**src/rtl/fetch_queue.sv**
```systemverilog
// Instruction-fetch front end: issues in-order reads to instruction memory and
// buffers PC-tagged responses in a shift FIFO toward decode, with redirect flush/drain.
module fetch_queue #(
  parameter int unsigned       WIDTH      = 32,
  parameter int unsigned       DEPTH      = 4,
  parameter logic [WIDTH-1:0]  RESET_ADDR = '0
) (
  input  logic             clock,
  input  logic             reset,
  input  logic             redirect,
  input  logic [WIDTH-1:0] redirect_addr,
  output logic             imem_req_valid,
  output logic [WIDTH-1:0] imem_req_addr,
  input  logic             imem_req_ready,
  input  logic             imem_resp_valid,
  input  logic [WIDTH-1:0] imem_resp_data,
  output logic             instr_valid,
  output logic [WIDTH-1:0] instr_data,
  output logic [WIDTH-1:0] instr_pc,
  input  logic             instr_ready
);
  localparam int unsigned      PTR_W   = $clog2(DEPTH);
  localparam int unsigned      CNT_W   = PTR_W + 1;
  localparam logic [CNT_W:0]   DEPTH_C = (CNT_W + 1)'(DEPTH);
  localparam logic [WIDTH-1:0] STEP    = WIDTH'(4);

  typedef enum logic [0:0] {FETCH, DRAIN} state_e;

  state_e           state_q, state_d;
  logic [WIDTH-1:0] fetch_pc_q, fetch_pc_d;
  logic [WIDTH-1:0] resp_pc_q, resp_pc_d;
  logic [CNT_W-1:0] outstanding_q, outstanding_d;
  logic [CNT_W-1:0] count_q, count_d;
  logic             valid_q, valid_d;
  logic [WIDTH-1:0] data_q [DEPTH];
  logic [WIDTH-1:0] data_d [DEPTH];
  logic [WIDTH-1:0] pc_q   [DEPTH];
  logic [WIDTH-1:0] pc_d   [DEPTH];

  logic             credit;
  logic             req_fire;
  logic             resp_take;
  logic             push;
  logic             pop;
  logic [PTR_W-1:0] wr_idx;
  logic [CNT_W:0]   inflight_sum;

  // Entries in flight plus entries buffered may never exceed the FIFO size.
  assign inflight_sum   = {1'b0, outstanding_q} + {1'b0, count_q};
  assign credit         = inflight_sum < DEPTH_C;
  assign imem_req_valid = reset & (state_q == FETCH) & credit & ~redirect;
  assign imem_req_addr  = fetch_pc_q;
  assign req_fire       = imem_req_valid & imem_req_ready;
  assign resp_take      = imem_resp_valid & (outstanding_q != '0);
  assign push           = resp_take & (state_q == FETCH) & ~redirect;
  assign pop            = valid_q & instr_ready & ~redirect;
  // Head sits in slot 0; a simultaneous pop shifts the write slot down by one.
  assign wr_idx         = pop ? PTR_W'(count_q - CNT_W'(1)) : PTR_W'(count_q);

  always_comb begin
    state_d       = state_q;
    fetch_pc_d    = fetch_pc_q;
    resp_pc_d     = resp_pc_q;
    outstanding_d = outstanding_q + CNT_W'(req_fire) - CNT_W'(resp_take);
    data_d        = data_q;
    pc_d          = pc_q;
    if (req_fire) fetch_pc_d = fetch_pc_q + STEP;
    if (push)     resp_pc_d  = resp_pc_q + STEP;
    if (pop) begin
      for (int unsigned i = 0; i < DEPTH - 1; i++) begin
        data_d[i] = data_q[i+1];
        pc_d[i]   = pc_q[i+1];
      end
    end
    if (push) begin
      data_d[wr_idx] = imem_resp_data;
      pc_d[wr_idx]   = resp_pc_q;
    end
    count_d = count_q + CNT_W'(push) - CNT_W'(pop);
    if (redirect) begin
      fetch_pc_d = redirect_addr;
      resp_pc_d  = redirect_addr;
      count_d    = '0;
    end
    unique case (state_q)
      FETCH:   if (redirect && (outstanding_d != '0)) state_d = DRAIN;
      DRAIN:   if (outstanding_d == '0) state_d = FETCH;
      default: state_d = FETCH;
    endcase
    valid_d = (count_d != '0);
  end

  always_ff @(posedge clock) begin
    if (!reset) begin
      state_q       <= FETCH;
      fetch_pc_q    <= RESET_ADDR;
      resp_pc_q     <= RESET_ADDR;
      outstanding_q <= '0;
      count_q       <= '0;
      valid_q       <= 1'b0;
      data_q        <= '{default: '0};
      pc_q          <= '{default: '0};
    end else begin
      state_q       <= state_d;
      fetch_pc_q    <= fetch_pc_d;
      resp_pc_q     <= resp_pc_d;
      outstanding_q <= outstanding_d;
      count_q       <= count_d;
      valid_q       <= valid_d;
      data_q        <= data_d;
      pc_q          <= pc_d;
    end
  end

  assign instr_valid = valid_q;
  assign instr_data  = data_q[0];
  assign instr_pc    = pc_q[0];

endmodule

```
**config.mk**
```make
export PLATFORM = sky130hd
export DESIGN_NAME = fetch_queue
export DESIGN_NICKNAME = d
export VERILOG_FILES = /design/src/rtl/fetch_queue.sv
export SDC_FILE = /design/constraint.sdc
export NUM_CORES = 1
export LEC_CHECK = 0
export CORE_ASPECT_RATIO = 1.25
export CORE_MARGIN = 3
export CORE_UTILIZATION = 51
export CTS_CLUSTER_DIAMETER = 50
export DETAILED_ROUTE_END_ITERATION = 10
export GPL_ROUTABILITY_DRIVEN = 0
export GPL_TIMING_DRIVEN = 0
export PLACE_DENSITY = 0.87
export SLEW_MARGIN = 40
export SYNTH_ARGS = -nofsm -noshare
export SYNTH_HDL_FRONTEND = slang
export SYNTH_SLANG_ARGS = --single-unit
```
**constraint.sdc**
```tcl
create_clock -name clock -period 3.1 [get_ports clock]
set_input_delay 0.465 -clock clock [delete_from_list [all_inputs] [get_ports clock]]
set_output_delay 0.465 -clock clock [all_outputs]
set_load 0.02 [all_outputs]
```
==> metrics.txt <==
Post-Syn Area=14800 µm²; async set-reset flop share out of synthesis=0; Final Util=0.629; DP Worst Slack=-0.622 ns; die area=31000 µm²; Hold Fails Final Rpt=0; DR vias=15043; max-cap violations=0; total grt overflow=0; initial antenna violation count=0; hold slack=0.456 ns; Post-synth top cells=nand2_1, dfxtp_1, nor2_1; Worst setup SP type=flop; CTS tree=done; sequential area share after synthesis=0.445; max_slew headroom=0.466; vias in the first global route=15028; minimum clock period=2.99 ns; total clock sinks=328; share of layout cells above drive strength 1=0.0702; fin worst setup slack=0.114 ns; cell count after synthesis=1912; R2R Path End=state_q$_SDFF_PN0_; Die Wd=158 µm; Critical Path RT=3.53 ns; Rows=69; met1 Track Usage GR=0.332; Final Max Slew Viols=0; htree depth=1; count leader, synth=nand2_1; post-synth net total=1992; Post-Route WL=45.3 mm; clock skew=0.0157 ns; flip-flop and latch count after synthesis=328; EDFF count, synth=0; Max Fclk=0.335 GHz; power density over the cells=590 nW/µm²; Static Leak=0.00608 µW; Worst EP arrival=3.41 ns; reg2reg path depth=13; flop-to-flop setup slack=0.11 ns; grt met2 use=0.491; top post-synthesis cells by area=dfxtp_1, nand2_1, a311oi_1; Yosys cell types=60; RSZ-0062 raised after global routing=no; post-synth top area cell=dfxtp_1; DRC Markers=0; vias per cell=6.03; Syn-to-layout area delta=21.5%; first-pass GRT wire length=72.4 mm; HP Class=reg2reg; ys flop type=dfxtp_1; largest net degree at the start of global routing=18; post-route ant nets=0; CTS Root Cell=clkbuf_16; nets@finish=2194; Synth Warn #=0; total CTS buffers=31; launching point of the worst reg2reg path=outstanding_q[2]$_SDFF_PN0_; Mean Syn Cell Area=7.72 µm²; CTS clk-pin slew, worst paths=0.06 ns; worst IR drop on VDD=0.307 mV; Slew @ Worst Pin=0.794 ns; critical path fanouts, max=17; port bufs=167; M3 GR Usage=0.0399; CP Class=reg2reg; hold depth=2; Clock Tree Buf Depth=3; post-synth top area share=0.445; Setup crit end kind=flop; Die Span Y=196 µm; status=complete, no violations; Clock Latency Late Sink=0.57 ns; GRT Total Usage=0.282; starting density of the core=0.518; I/O Pins=168; GRT busiest layer=met2; DR pass1 iterations=6; final worst path period share=0.963; Final HPWL DP=32.8 mm; # setup viols final=0; Core ar.=28500 µm²; Starting DRT DRC Count=1514; Ant. Diodes=0; wire per inst=18.2 µm
## layer usage
metal / share of wire / wire (µm)
met5: 0 / 0
met4: 0.051 / 2330
met3: 0.091 / 4140
met2: 0.49 / 22000
met1: 0.37 / 16800
## metrics by stage
step / TNS (ns) / total power [µW] / cell area [µm²] / cells
after global placement: -20.15 / 6780 / 16900 / 2434
after global routing: 0 / 10900 / 17900 / 2493
after floorplan: 0 / 5990 / 14800 / 1912
after detailed placement: -39.10 / 6840 / 16900 / 2434
final: 0 / 10600 / 17900 / 2493
after CTS: 0 / 10500 / 17900 / 2490
## power breakdown
group | internal (µW) | switching [µW] | total [µW]
Combinational | 947 | 1140 | 2090
Clock | 2100 | 1660 | 3760
Sequential | 4490 | 239 | 4730
Total | 7530 | 3050 | 10600
## critical path, cell delays in order (launching register included)
cell and delay [ns]:
dfxtp_2 0.35, ha_1 0.33, nor4b_4 0.30, and4_1 0.25
buf_6 0.14, inv_4 0.09, ha_1 0.28, inv_1 0.04
ha_1 0.18, fa_1 0.38, xor2_1 0.16, xnor2_1 0.14
nor3_1 0.14, nor3_1 0.06
## cells in the final DEF, fill, tap and decap left out, types with 8 or more instances in the layout
master             n
buf_2             10
a21oi_1          114
clkbuf_1         160
nand4_1           20
buf_4             67
nor2_1           213
nand2_1          550
inv_1             14
and3_1             9
dfxtp_1          326
nor3_1            15
and2_1            10
clkdlybuf4s50_1  167
a31oi_1           11
nand3_1           36
clkbuf_16         31
o21ai_0           34
ha_1               8
and4_1             8
xnor2_1           12
nor4_1             8
xor2_1            25
a311oi_1         192
## cell families after synthesis
kind of cell | after synthesis | share of synthesized area
buffers and inverters | 249 | 0.0817
flip-flops | 328 | 0.445
AO/OA/AOI/OAI | 384 | 0.187
multiplexers | 4 | 0.00297
XOR/XNOR | 37 | 0.0220
AND/OR/NAND/NOR | 900 | 0.252
adder cells (fa/ha/maj) | 10 | 0.00950
## how the worst max path moves through the flow
| stage | start | end | slack [ns] | depth (start not counted) |
|---|---|---|---|---|
| final | outstanding_q[2]$_SDFF_PN0_ | state_q$_SDFF_PN0_ | 0.11 | 13 |
| after global routing | outstanding_q[2]$_SDFF_PN0_ | state_q$_SDFF_PN0_ | 0.02 | 13 |
| after CTS | outstanding_q[2]$_SDFF_PN0_ | state_q$_SDFF_PN0_ | 0.0002 | 13 |
| after detailed placement | reset | state_q$_SDFF_PN0_ | -0.62 | 14 |
| after global placement | reset | state_q$_SDFF_PN0_ | -0.54 | 14 |
| after floorplan | outstanding_q[2]$_SDFF_PN0_ | state_q$_SDFF_PN0_ | 0.21 | 14 |
## repair_timing
item,in CTS,in global routing
pin swaps,0,1
setup endpoints to repair,2,52
hold buffers,0,0
endpoints found under the hold margin,0,0
gates cloned,0,0
gates resized for setup,0,11
buffers inserted,0,3
## area by class of cell
class | instances | area (µm²)
buffer | 232 | 1150
timing repair buffer | 170 | 1690
sequential | 328 | 6570
fill | 2314 | 10600
clock buffer | 46 | 902
multi-input combinational | 1335 | 7010
tap | 355 | 444
inverter | 16 | 62.6
clock inverter | 11 | 95.1
(Power assumes the default switching activity.)
